<file path="src/rtl/alu_pkg.sv">
`default_nettype none
// ============================================================================
// Module      : alu_pkg
// Description : Shared ALU opcodes, sequencer FSM encoding and datapath width.
// Revision    : 1.0 - initial release
// ============================================================================
package alu_pkg;

    localparam int ALU_WIDTH = 8;

    localparam logic [2:0] OP_ADD  = 3'b000;
    localparam logic [2:0] OP_SUB  = 3'b001;
    localparam logic [2:0] OP_AND  = 3'b010;
    localparam logic [2:0] OP_OR   = 3'b011;
    localparam logic [2:0] OP_XOR  = 3'b100;
    localparam logic [2:0] OP_NOTA = 3'b101;
    localparam logic [2:0] OP_SHL  = 3'b110;
    localparam logic [2:0] OP_SHR  = 3'b111;

    typedef enum logic [1:0] {
        ST_IDLE = 2'd0,
        ST_EXEC = 2'd1,
        ST_RESP = 2'd2
    } seq_state_t;

endpackage
`default_nettype wire

</file>
<file path="src/rtl/alu_sequencer.sv">
`default_nettype none
// ============================================================================
// Module      : alu_sequencer
// Description : Command-driven operand/result sequencer for the 8-bit ALU.
//               Optional result flags enabled by defining ALU_SEQ_FLAGS_EN.
// Revision    : 1.0 - initial release
// ============================================================================
module alu_sequencer
    import alu_pkg::*;
#(
    parameter int WIDTH = ALU_WIDTH
) (
    input  logic             clk,
    input  logic             reset,
    input  logic             cmd_valid,
    output logic             cmd_ready,
    input  logic             cmd_load,
    input  logic [2:0]       cmd_op,
    input  logic             cmd_dst,
    input  logic [WIDTH-1:0] cmd_imm,
    output logic [WIDTH-1:0] alu_a,
    output logic [WIDTH-1:0] alu_b,
    output logic [2:0]       alu_s,
    input  logic [WIDTH-1:0] alu_out,
    output logic             res_valid,
    input  logic             res_ready,
    output logic [WIDTH-1:0] res_data,
    output logic             res_zero,
    output logic             res_neg
);

    seq_state_t       r_state;
    seq_state_t       w_next_state;
    logic             r_cmd_ready;
    logic             r_res_valid;
    logic             r_dst;
    logic [2:0]       r_alu_s;
    logic [WIDTH-1:0] r_a;
    logic [WIDTH-1:0] r_b;
    logic [WIDTH-1:0] r_res_data;

    logic             w_accept;
    logic             w_wr_en;
    logic             w_wr_dst;
    logic [WIDTH-1:0] w_wr_data;

    assign w_accept = cmd_valid && r_cmd_ready;

    always_comb begin
        w_next_state = r_state;
        w_wr_en      = 1'b0;
        w_wr_dst     = r_dst;
        w_wr_data    = alu_out;
        case (r_state)
            ST_IDLE: begin
                if (w_accept) begin
                    // Loads commit the immediate on the accept edge itself.
                    w_next_state = cmd_load ? ST_RESP : ST_EXEC;
                    w_wr_en      = cmd_load;
                    w_wr_dst     = cmd_dst;
                    w_wr_data    = cmd_imm;
                end
            end
            ST_EXEC: begin
                w_next_state = ST_RESP;
                w_wr_en      = 1'b1;
            end
            ST_RESP: begin
                if (res_ready) begin
                    w_next_state = ST_IDLE;
                end
            end
            default: w_next_state = ST_IDLE;
        endcase
    end

    always_ff @(posedge clk) begin
        if (reset) begin
            r_state <= ST_IDLE;
        end else begin
            r_state <= w_next_state;
        end
    end

    // Handshake outputs are registered copies of the next state.
    always_ff @(posedge clk) begin
        if (reset) begin
            r_cmd_ready <= 1'b0;
            r_res_valid <= 1'b0;
            r_dst       <= 1'b0;
            r_alu_s     <= 3'b000;
            r_a         <= '0;
            r_b         <= '0;
            r_res_data  <= '0;
        end else begin
            r_cmd_ready <= (w_next_state == ST_IDLE);
            r_res_valid <= (w_next_state == ST_RESP);
            if (w_accept) begin
                r_dst <= cmd_dst;
                if (!cmd_load) begin
                    r_alu_s <= cmd_op;
                end
            end
            if (w_wr_en) begin
                if (w_wr_dst) begin
                    r_b <= w_wr_data;
                end else begin
                    r_a <= w_wr_data;
                end
                r_res_data <= w_wr_data;
            end
        end
    end

`ifdef ALU_SEQ_FLAGS_EN
    logic r_zero;
    logic r_neg;

    always_ff @(posedge clk) begin
        if (reset) begin
            r_zero <= 1'b0;
            r_neg  <= 1'b0;
        end else if (w_wr_en) begin
            r_zero <= (w_wr_data == '0);
            r_neg  <= w_wr_data[WIDTH-1];
        end
    end

    assign res_zero = r_zero;
    assign res_neg  = r_neg;
`else
    assign res_zero = 1'b0;
    assign res_neg  = 1'b0;
`endif

    assign cmd_ready = r_cmd_ready;
    assign res_valid = r_res_valid;
    assign res_data  = r_res_data;
    assign alu_a     = r_a;
    assign alu_b     = r_b;
    assign alu_s     = r_alu_s;

endmodule
`default_nettype wire
</file>
<file path="config.mk">
export PLATFORM = sky130hd
export DESIGN_NAME = alu_sequencer
export DESIGN_NICKNAME = d
export VERILOG_FILES = /design/src/rtl/alu_pkg.sv /design/src/rtl/alu_sequencer.sv
export SDC_FILE = /design/constraint.sdc
export NUM_CORES = 1
export LEC_CHECK = 0
export BUFFER_PORTS_ARGS = -buffer_cell sky130_fd_sc_hd__buf_2
export CORE_ASPECT_RATIO = 1.5
export CORE_MARGIN = 4
export CORE_UTILIZATION = 35
export DETAILED_ROUTE_END_ITERATION = 16
export MAX_ROUTING_LAYER = met4
export PLACE_DENSITY = 0.61
export SLEW_MARGIN = 25
export SYNTH_ARGS = -nofsm -noshare
export SYNTH_HDL_FRONTEND = slang
export SYNTH_SLANG_ARGS = --single-unit
</file>
<file path="constraint.sdc">
create_clock -name clk -period 1.78 [get_ports clk]
set_input_delay 0.445 -clock clk [delete_from_list [all_inputs] [get_ports clk]]
set_output_delay 0.445 -clock clk [all_outputs]
set_load 0.02 [all_outputs]
</file>
# Word-level counts from Yosys, hierarchy flattened
# Index checks and enable logic that the tools add are counted.
op_classes:
  n_reduce_logical: 6
  n_eq_ne: 3
  bitwise: 2
  n_mux: 10
ops:
  columns: ["op", "count"]
  rows:
  - ["$mux W8", 2]
  - ["$mux W2", 3]
  - ["$pmux W2 S3", 1]
  - ["$reduce_and A2 Y1", 3]
  - ["$eq A2 B2 Y1 const B", 2]
  - ["$logic_not A2 Y1", 2]
  - ["$mux W1", 3]
  - ["$eq A2 B1 Y1 const B", 1]
  - ["$not A1 Y1", 2]
  - ["$pmux W1 S2", 1]
  - ["$logic_and A1 B1 Y1", 1]
word_totals:
  input_bits: 25
  register_bits: 32
  output_inout_bits: 31
  elab_cells: 29

# Depth between registers and ports, before layout
# Gate-level depths: netlist of the first run.
depth:
  depth_word: 5
  depth_mapped: 6

# Worst setup path after synthesis of the first run
# OpenSTA, ideal clock, no wires.
synth_timing:
  path_kind: "flip-flop to flip-flop"
  start: "register r_cmd_ready (netlist: cmd_ready)"
  end: "register r_b[5] (netlist: alu_b[5])"
  t_arrival_ns: 1.481
  n_path_buf: 1
  required_ns: 1.693
  synth_period_minus_slack_ns: 1.568
  stages_incl_launch_ff: 6
  path_slack_ns: 0.212
  cell_sequence: "dfxtp_1 nand4bb_4 mux2i_2 nand2b_1 buf_6 a221oi_2"
synth_between:
  elab_chain_cells: 4
  word_cells_on_any_way: 8
synth_rtl:
  columns: ["item", "line_no", "source"]
  rows:
  - ["start: declaration", "alu_sequencer.sv:34", "logic r_cmd_ready;"]
  - ["start signal: assignment", "alu_sequencer.sv:96", "r_cmd_ready <= (w_next_state == ST_IDLE);"]
  - ["$logic_and A1 B1 Y1 *", "alu_sequencer.sv:47", "assign w_accept = cmd_valid && r_cmd_ready;"]
  - ["$mux W1 (on tied branches)", null, null]
  - ["$pmux W1 S2 / $mux W1 (equally long branches)", "alu_sequencer.sv:54", "case (r_state)"]
  - ["$reduce_and A2 Y1 (no source line)", null, null]
  - ["end signal: assignment", "alu_sequencer.sv:106", "r_b <= w_wr_data;"]
  - ["end: declaration", "alu_sequencer.sv:39", "logic [WIDTH-1:0] r_b;"]
# Every way passes the cells marked *; elsewhere a longest branch is shown, timed or not.
# A chain may end at the register's enable or synchronous reset.

# Final worst setup path of the first run
layout_timing:
  start: "register r_state[1]"
  end: "register r_b[7] (netlist: alu_b[7])"
layout_between:
  elab_chain_cells: 3
  word_cells_on_any_way: 6
layout_rtl:
  columns: ["item", "line_no", "source"]
  rows:
  - ["start: declaration", "alu_sequencer.sv:32", "seq_state_t r_state;"]
  - ["start signal: assignment", "alu_sequencer.sv:81", "r_state <= w_next_state;"]
  - ["$eq A2 B1 Y1 / $logic_not A2 Y1 (equally long branches)", "alu_sequencer.sv:54", null]
  - ["$pmux W1 S2 / $mux W1 (equally long branches)", "alu_sequencer.sv:54", null]
  - ["$reduce_and A2 Y1 (no source line)", null, null]
# Several ways; a longest one is shown, not always the timed one.

==> metrics, run 1 <==
I/O pin cnt 56; Static Leak 0.8960 nW; Nets between 200 and 300; Int Power between 1 and 1.5 mW; core area between 0.004 and 0.005 mm²; routed len/inst between 10 and 15 µm; Die Y ~90 µm; Longest Clk Path Bufs 2; first-pass GRT wire length about 6.8 mm; ys async rst share 0; Logic pwr share 0.210; initial core utilization 0.3669; total power per unit cell area ~840 mW/mm²; 1st-pass router iterations 4; initial antenna violation count 0; GPL Wtd Cong 0.7650; Cell variety after synth 26; full die area 0.005688 mm²; Reg power frac 0.453; Reg clk slew, reported paths approximately 0.070 ns; DP Area around 0.002 mm²; cts repair resizes 0; clock tree root driver cell clkbuf_8; Seq/Total Area, Yosys 0.4044; grt ovf 0; CP startpoint r_state[1]; H-tree depth 2; synthesized flop and latch total 32; result of the run complete, no violations; worst hold path type in -> reg; Critical R2R Launch r_state[1]; final setup violation count 0; via density per instance roughly 5.2; Mapped Area 0.001584 mm²; DR vias ~1,500; Final ANT Viol Nets 0; initial DRC count 44; pin count of the biggest net entering global routing 33; crit end category flop; CP required 1.97 ns; setup_tns 0 ns; Post-synth EDFFs 0; clk sinks 32; PortBufs between 50 and 60; hold bufs inserted after CTS 0; DRC Markers 0; HP Start cmd_op[1]; clock power share 0.337; cell row count 29; Worst Path Arrival around 1.7 ns; final worst-path cycle share 0.8484; YS warnings 0; Synth-to-Final Area Change 30.02%; cell area after layout 0.002059 mm²; kind of critical path reg -> reg; ANT cells 0; CTS tree yes; Total GRT Usage 0.1497; sw power 0.5111 mW; CTS buffer count 5; Setup Fix Bufs, Post-CTS 0; final WL around 4.0 mm; switching share of power 0.2961; clk_skew approximately 0.011 ns; RSZ-0062 raised after global routing no; critical path startpoint category flop; main flop type after synthesis dfxtp_1; crit path time final around 1.5 ns; CP Max Fanout 8; worst skew pair latency around 0.29 ns; Hold Vio Cnt, Final 0; vias in the first global route approximately 1,400; Die Width around 63 µm; Peak VDD IR around 0.00053 V; post-DP HPWL between 2 and 3 mm; Max Clk Rate about 660 MHz; layout cells sized above 1 0.3682; Final Max Tran Viols 0; MaxCap Viol Count 0; Synth Instances between 150 and 200; syn_area_per_cell between 8 and 9 µm²
synthesized netlist by cell type (3+ instances only):
cell type	count	area [µm²]
a211oi_1	8	60.06
nor2_1	16	60.06
a21oi_1	11	55.05
buf_4	3	22.52
or3_1	8	50.05
mux2i_1	3	30.03
clkbuf_1	12	45.04
a311oi_1	8	70.07
o31ai_1	8	60.06
nand3b_1	16	120.1
inv_1	8	30.03
dfxtp_1	32	640.6
nand2_1	27	101.4
buf_2	3	15.01
a221oi_2	8	120.1
stage by stage:
| stage | hold slack (ns) | total power, mW | util | cells | worst slack [ns] |
|---|---|---|---|---|---|
| after global routing | 0.4294 | 1.819 | 0.4770 | 285 | 0.1426 |
| after global placement | 0.4482 | 1.161 | 0.4555 | 277 | 0.1663 |
| after CTS | 0.3947 | 1.745 | 0.4770 | 285 | 0.2609 |
| after detailed placement | 0.4518 | 1.161 | 0.4555 | 277 | 0.1407 |
| after floorplan | 0.4900 | 1.021 | - | 183 | 0.2124 |
| final | 0.3956 | 1.726 | 0.4770 | 285 | 0.2698 |
final cells by class:
class                           instances  area, µm²
Clock buffer                            6      82.58
Sequential cell                        32      640.6
Fill cell                             448       2258
Multi-Input combinational cell        124      830.8
Inverter                                8      30.03
Clock inverter                          2      10.01
Timing Repair Buffer                   67      407.9
Tap cell                               46      57.56
routing by layer:
metal,GRT usage,part of all wire
met1,0.1875,0.44
met2,0.2308,0.49
met3,0.03362,0.053
met4,0.06077,0.016
met5,-,0
power groups by stage:
| stage | combinational (mW) | clock, mW | sequential, mW |
|---|---|---|---|
| floorplan | 0.179 | 0 | 0.843 |
| global placement | 0.363 | 0 | 0.798 |
| detailed placement | 0.364 | 0 | 0.797 |
| CTS | 0.366 | 0.598 | 0.781 |
| global route | 0.404 | 0.629 | 0.786 |
| finish | 0.363 | 0.582 | 0.781 |
critical path: stages, from the launching register on:
cell and delay (ns):
dfxtp_1 0.35, nand4bb_4 0.26, mux2i_2 0.19, nand2b_1 0.20
buf_12 0.16, a221oi_2 0.25
registers in the layout, summed over array words and instances, names as in the netlist:
register	flops
r_dst	1
alu_b	8
alu_a	8
r_state	2
res_data	8
alu_s	3
res_valid	1
cmd_ready	1
logic make-up after synthesis:
kind of cell    count (synthesis)  share of synthesized area
compound gates                 45                     0.2378
simple gates                   73                     0.2496
other cells                     1                   0.002367
mux                             4                    0.02764
flops                          32                     0.4044
buf+inv                        27                    0.07819
layout by cell type (no fill, tap or decap):
| cell | Yosys | final |
|---|---|---|
| o21ai_0 | 1 | 1 |
| a31oi_1 | 1 | 1 |
| nand4bb_4 | 1 | 1 |
| a311oi_1 | 8 | 8 |
| mux2i_2 | 1 | 1 |
| nor2_4 | 0 | 1 |
| nor2_1 | 16 | 15 |
| a211oi_1 | 8 | 8 |
| and4bb_2 | 1 | 1 |
| or2_2 | 1 | 1 |
| clkbuf_8 | 0 | 6 |
| o31ai_1 | 8 | 8 |
| clkinv_2 | 0 | 2 |
| nor4_1 | 1 | 1 |
| nand2_1 | 27 | 27 |
| buf_4 | 3 | 11 |
| conb_1 | 1 | 2 |
| nand3b_1 | 16 | 16 |
| nand3_1 | 1 | 1 |
| inv_1 | 8 | 8 |
| a221oi_2 | 8 | 8 |
| buf_12 | 0 | 3 |
| buf_2 | 3 | 53 |
| or3_1 | 8 | 8 |
| dfxtp_1 | 32 | 32 |
| mux2i_1 | 3 | 3 |
| nand2b_1 | 1 | 1 |
| a21oi_1 | 11 | 11 |
worst paths after layout:
kind	endpoint	slack [ns]	cells after the start
worst min register to register	alu_b[6]	0.46	2
worst max-delay path	alu_b[7]	0.27	5
worst max register to register	alu_b[7]	0.27	5
worst min-delay path	alu_s[1]	0.40	3
Note: power is estimated with default switching activity, not from simulation.
==> inputs of run 2 (changes only) <==
Settings changed: ABC_AREA set to 1, PLACE_DENSITY 0.61 to 0.63.
Clock period 1.78 ns to 1.25 ns, I/O delays scaled along.
==> run 2 against run 1 <==
Against the previous run: final area up 8.3%; utilization up 5.3 points; register-to-register slack worse by 0.26 ns; synthesized area down 4.8%; clock skew down 0.0073 ns; first-iteration DRC count down 25%; global-route usage up 0.81 points; sequential power up 42%; total power up 48%; non-clock buffer count up 10; wire length down 2.2%; critical path type unchanged.
==> metrics, run 2 <==
result of the run complete, no violations; Seq/Total Area, Yosys 0.4249; initial antenna violation count 0; Synth-to-Final Area Change 47.97%; 1st-pass router iterations 4; final WL 3.873 mm; FF-to-FF path depth 7; kind of critical path reg -> reg; most common cell after layout, fill and taps aside buf_2; main flop type after synthesis dfxtp_1; Longest Clk Path Bufs 2; share of the synthesized area in the top cell type 0.4249; routed len/inst between 10 and 15 µm; Post-synth EDFFs 0; WHS Path Cells 3; Final ANT Viol Nets 0; Fill cells around 410; crit path time final approximately 1.2 ns; Die Y 88.39 µm; Synth Instances roughly 200; Power Total approximately 2.6 mW; initial core utilization 0.3582; full die area 0.005444 mm²; worst skew pair latency 0.28 ns; Peak VDD IR approximately 0.00074 V; final worst-path cycle share 0.9960; hold_ws ~0.26 ns; via density per instance around 4.5; Mapped Area ~0.0015 mm²; ys async rst share 0; worst hold path type in -> reg; met1 GRT Util 0.1723; top cells by area, synth dfxtp_1, nor2_1, nand2_1, nand3_2, inv_1; syn_area_per_cell 7.427 µm²; layout cells sized above 1 0.4858; clk sinks 32; MaxCap Viol Count 0; CTS tree yes; pin count of the biggest net entering global routing 26; Max Clk Rate about 800 MHz; HP Start cmd_op[1]; Reg clk slew, reported paths 0.07 ns; Static Leak around 1.1 nW; critical path startpoint category flop; core area around 0.0042 mm²; met3 usage 0.03942; most frequent cells in the layout buf_2, nor2_1, nand2_1, dfxtp_1, buf_4; area of the multi-input gates between 800 and 900 µm²; count leader, synth nor2_1; final setup violation count 0; reg2reg setup slack 0.005 ns; I/O pin cnt 56; met2 Use GR 0.2631; ANT cells 0; cell row count 29; CP required around 1.5 ns; Synth top cells by count nor2_1, nand2_1, dfxtp_1; vias in the first global route ~1,400; RSZ-0062 raised after global routing yes; Critical R2R Launch cmd_ready; total power per unit cell area 1144 mW/mm²; first-pass GRT wire length between 6 and 7 mm; synthesized flop and latch total 32; DRC Markers 0; area leader, netlist dfxtp_1; GPL Wtd Cong ~0.8; Nets about 300; Final Max Tran Viols 0; post-DP HPWL roughly 2.9 mm; clk_skew 0.003433 ns; CTS buffer count 5; Reg area 649.4 µm²; clock tree root driver cell clkbuf_8; worst reg2reg path endpoint alu_b[1]; grt peak-use layer met2; Hold Vio Cnt, Final 0; CP Max Fanout 6; Worst Path Arrival roughly 1.5 ns; Die Width approximately 60 µm; hold bufs inserted after CTS 0; crit end category flop; grt ovf 0; Total GRT Usage 0.1578; Cell variety after synth 27; PortBufs 53; initial DRC count 33; H-tree depth 2; YS warnings 0; DR vias between 1,000 and 1,500; hold path endpoint alu_s[1]
run 2: changes by cell type in the layout (fill, tap and decap cells not counted), sizes merged, moves of 7 or more:
cell	change
a311oi	-8
nand3b	-10
a221oi	-8
inv	+9
nand3	+11
buf	+10
o31ai	-7
a211oi	-7
nand2	+28
or3	-8
nor2	+38
run 2: timing repair:
item / in CTS / in global routing
endpoints found under the setup margin: 11 / 25
gates cloned: 1 / 0
pin swaps: 3 / 18
setup buffers: 0 / 5
resized for setup: 9 / 30
run 2: routing by layer:
layer	up-vias	share of wire
met2	40	0.54
met4	0	0.021
met1	665	0.40
li1	783	-
met3	4	0.043
met5	-	0
run 2: worst max-delay path by stage:
| stage | start | end |
|---|---|---|
| detailed placement | cmd_valid | alu_b[1] |
| global placement | r_state[0] | alu_b[3] |
| finish | cmd_ready | alu_b[1] |
| floorplan | cmd_ready | alu_b[6] |
| global route | r_state[0] | alu_a[1] |
| CTS | r_state[1] | alu_b[4] |
run 2: cells by family after synthesis:
family | count (synthesis) | share of synthesized area
compound gates | 17 | 0.07635
flops | 32 | 0.4249
buf+inv | 25 | 0.08796
other cells | 1 | 0.002487
simple gates | 128 | 0.4083
run 2: power by group:
part           internal (mW)  total, mW  switching, mW
registers               1.08       1.11         0.0318
clock network          0.448      0.802          0.354
logic                  0.264      0.637          0.373
run 2: area by class of cell:
cell class	instances	share of cell area
multi-input combinational	148	0.3887
tap	46	0.02580
timing repair buffer	77	0.2232
clock buffer	8	0.04038
sequential	32	0.2911
inverter	17	0.03085
run 2: worst max-delay path, cell delays in order (launching register included):
cell and delay (ns):
dfxtp_4 0.35, nand2_4 0.08, o21bai_1 0.16, nand2_2 0.12, buf_4 0.16, nor2_4 0.15, nor2_1 0.06, nor2_1 0.10
run 2: stage by stage:
step	cells	setup slack, ns	area, µm²	util	TNS [ns]
floorplan	204	0.002653	1523	-	0
global placement	314	-0.03659	1947	0.4625	-0.2185
detailed placement	314	-0.06505	1947	0.4625	-0.4717
CTS	323	-0.002573	2073	0.4926	-0.002573
global route	328	-0.08351	2231	0.5300	-0.9947
finish	328	0.004976	2231	0.5300	0
==> inputs of run 3 (changes only) <==
Settings changed: BUFFER_PORTS_ARGS -buffer_cell sky130_fd_sc_hd__buf_2 to -buffer_cell sky130_fd_sc_hd__buf_4.
==> run 3 against run 2 <==
Against the previous run: the run now ends with negative setup slack left; flip-flop and latch count unchanged; final area up 4.7%; register-to-register slack worse by 0.03 ns; die area unchanged; clock power up 2%; wire length up 3.2%; global-route usage up 0.053 points; first-iteration DRC count down 36%; sequential power about the same; critical endpoint is now alu_b[0].
==> metrics, run 3 (synthesized netlist as in run 2, its figures left out) <==
violated checks negative setup slack; Critical R2R Launch r_state[0]; DP Area 0.002097 mm²; vias in the first global route 1,499; setup_tns -0.08322 ns; Final Max Tran Viols 0; Nets just over 300; final worst-path cycle share 1.019; I/O pin cnt between 50 and 60; crit end category flop; Die Y 88.39 µm; Critical Path Sink alu_b[0]; most frequent cells in the layout buf_4, nor2_1, nand2_1, dfxtp_1, inv_1; Total GRT Usage 0.1583; Cell Count, Final, Fillers Out 330; ANT cells 0; kind of critical path reg -> reg; final setup violation count 9; Reg power frac 0.427; layout cells sized above 1 0.4613; CP Max Fanout 6; reg2reg setup slack -0.02 ns; routed len/inst around 12 µm; Max Clk Rate ~790 MHz; critical path startpoint category flop; Reg clk slew, reported paths roughly 0.07 ns; cell row count 29; total power per unit cell area between 1000 and 1500 mW/mm²; Int Power 1.844 mW; initial core utilization 0.3582; initial antenna violation count 0; DR vias 1,528; sw power a little under 0.8 mW; core area roughly 0.0042 mm²; clock tree root driver cell clkbuf_8; pin count of the biggest net entering global routing 20; crit path time final ~1.3 ns; CTS buffer count 5; Longest Clk Path Bufs 2; Final ANT Viol Nets 0; 1st-pass router iterations 6; final WL about 4 mm; CTS tree yes; Logic pwr share 0.261; Die Width 61.59 µm; worst skew pair latency approximately 0.28 ns; dpl cells 318; GPL Wtd Cong between 0.7 and 0.8; post-DP HPWL approximately 3.0 mm; most common cell after layout, fill and taps aside buf_4; MaxCap Viol Count 0; HP Start cmd_op[0]; FF-to-FF path depth 8; full die area around 0.0054 mm²; CP required 1.42 ns; DRC Markers 0; Peak VDD IR 0.0009192 V; Hold Vio Cnt, Final 0; grt ovf 0; Static Leak 1.118 nW; CP startpoint r_state[0]; Worst Path Arrival ~1.5 ns; clk_skew 0.004636 ns; clock power share 0.312; cell area after layout 0.002335 mm²; clk sinks 32; switching share of power 0.2948; initial DRC count 21; PortBufs 53; result of the run finished, violations left; worst setup margin -0.02332 ns; RSZ-0062 raised after global routing yes; via density per instance around 4.6; worst reg2reg path endpoint alu_b[0]; worst hold path type in -> reg; first-pass GRT wire length 6.389 mm; H-tree depth 2; Synth-to-Final Area Change 54.85%
-- run 3: cell types whose count changed in the layout (fill, tap and decap cells not counted), sizes merged --
| cell | change |
|---|---|
| buf | +2 |
-- run 3: what timing repair did --
item,CTS,global route
pin swaps,3,14
resized for setup,3,27
buffers inserted,0,3
hold buffers,0,0
cloned,1,0
endpoints found under the setup margin,9,26
-- run 3: through the flow --
step	hold WS, ns	setup WS [ns]	utilization	total power [mW]
floorplan	0.4474	0.002653	-	1.481
detailed placement	0.4675	-0.06583	0.4982	1.745
global route	0.2803	-0.1376	0.5547	2.752
global placement	0.4659	-0.03743	0.4982	1.739
finish	0.2558	-0.02332	0.5547	2.614
CTS	0.2493	0.003670	0.5229	2.569
-- run 3: cell type report --
type / count / area, µm²
inverter: 17 / 68.82
timing repair buffer: 79 / 629.4
tap: 46 / 57.56
fill: 415 / 1874
sequential: 32 / 649.4
multi-input combinational: 148 / 839.6
clock buffer: 8 / 90.09
-- run 3: worst min path at each step --
stage,end,cells after the start
2_1_floorplan,alu_s[0],2
6_report,alu_s[0],3
3_5_place_dp,res_data[4],2
5_1_grt,alu_s[0],3
3_3_place_gp,res_data[2],2
4_1_cts,alu_s[0],3
-- run 3: per-layer routing --
layer,GRT usage,vias up,share of wire
met1,0.1776,701,0.38
met5,-,-,0
met4,0.05212,0,0.019
met3,0.03504,4,0.039
met2,0.2707,34,0.56
li1,-,789,-
-- run 3: power groups by stage --
stage,sequential [mW],combinational [mW],clock (mW)
6_report,1.12,0.683,0.816
5_1_grt,1.12,0.748,0.883
4_1_cts,1.12,0.615,0.835
3_5_place_dp,1.14,0.605,0
3_3_place_gp,1.14,0.600,0
2_1_floorplan,1.21,0.276,0
-- run 3: worst max-delay path: stages (launching register included) --
cell and delay (ns):
dfxtp_4 0.36, nor2_4 0.20, nand2_4 0.10, nand2_4 0.10, nand2_8 0.08, nor2_4 0.16
nand2_1 0.07, nand2_1 0.07, nor2_1 0.04
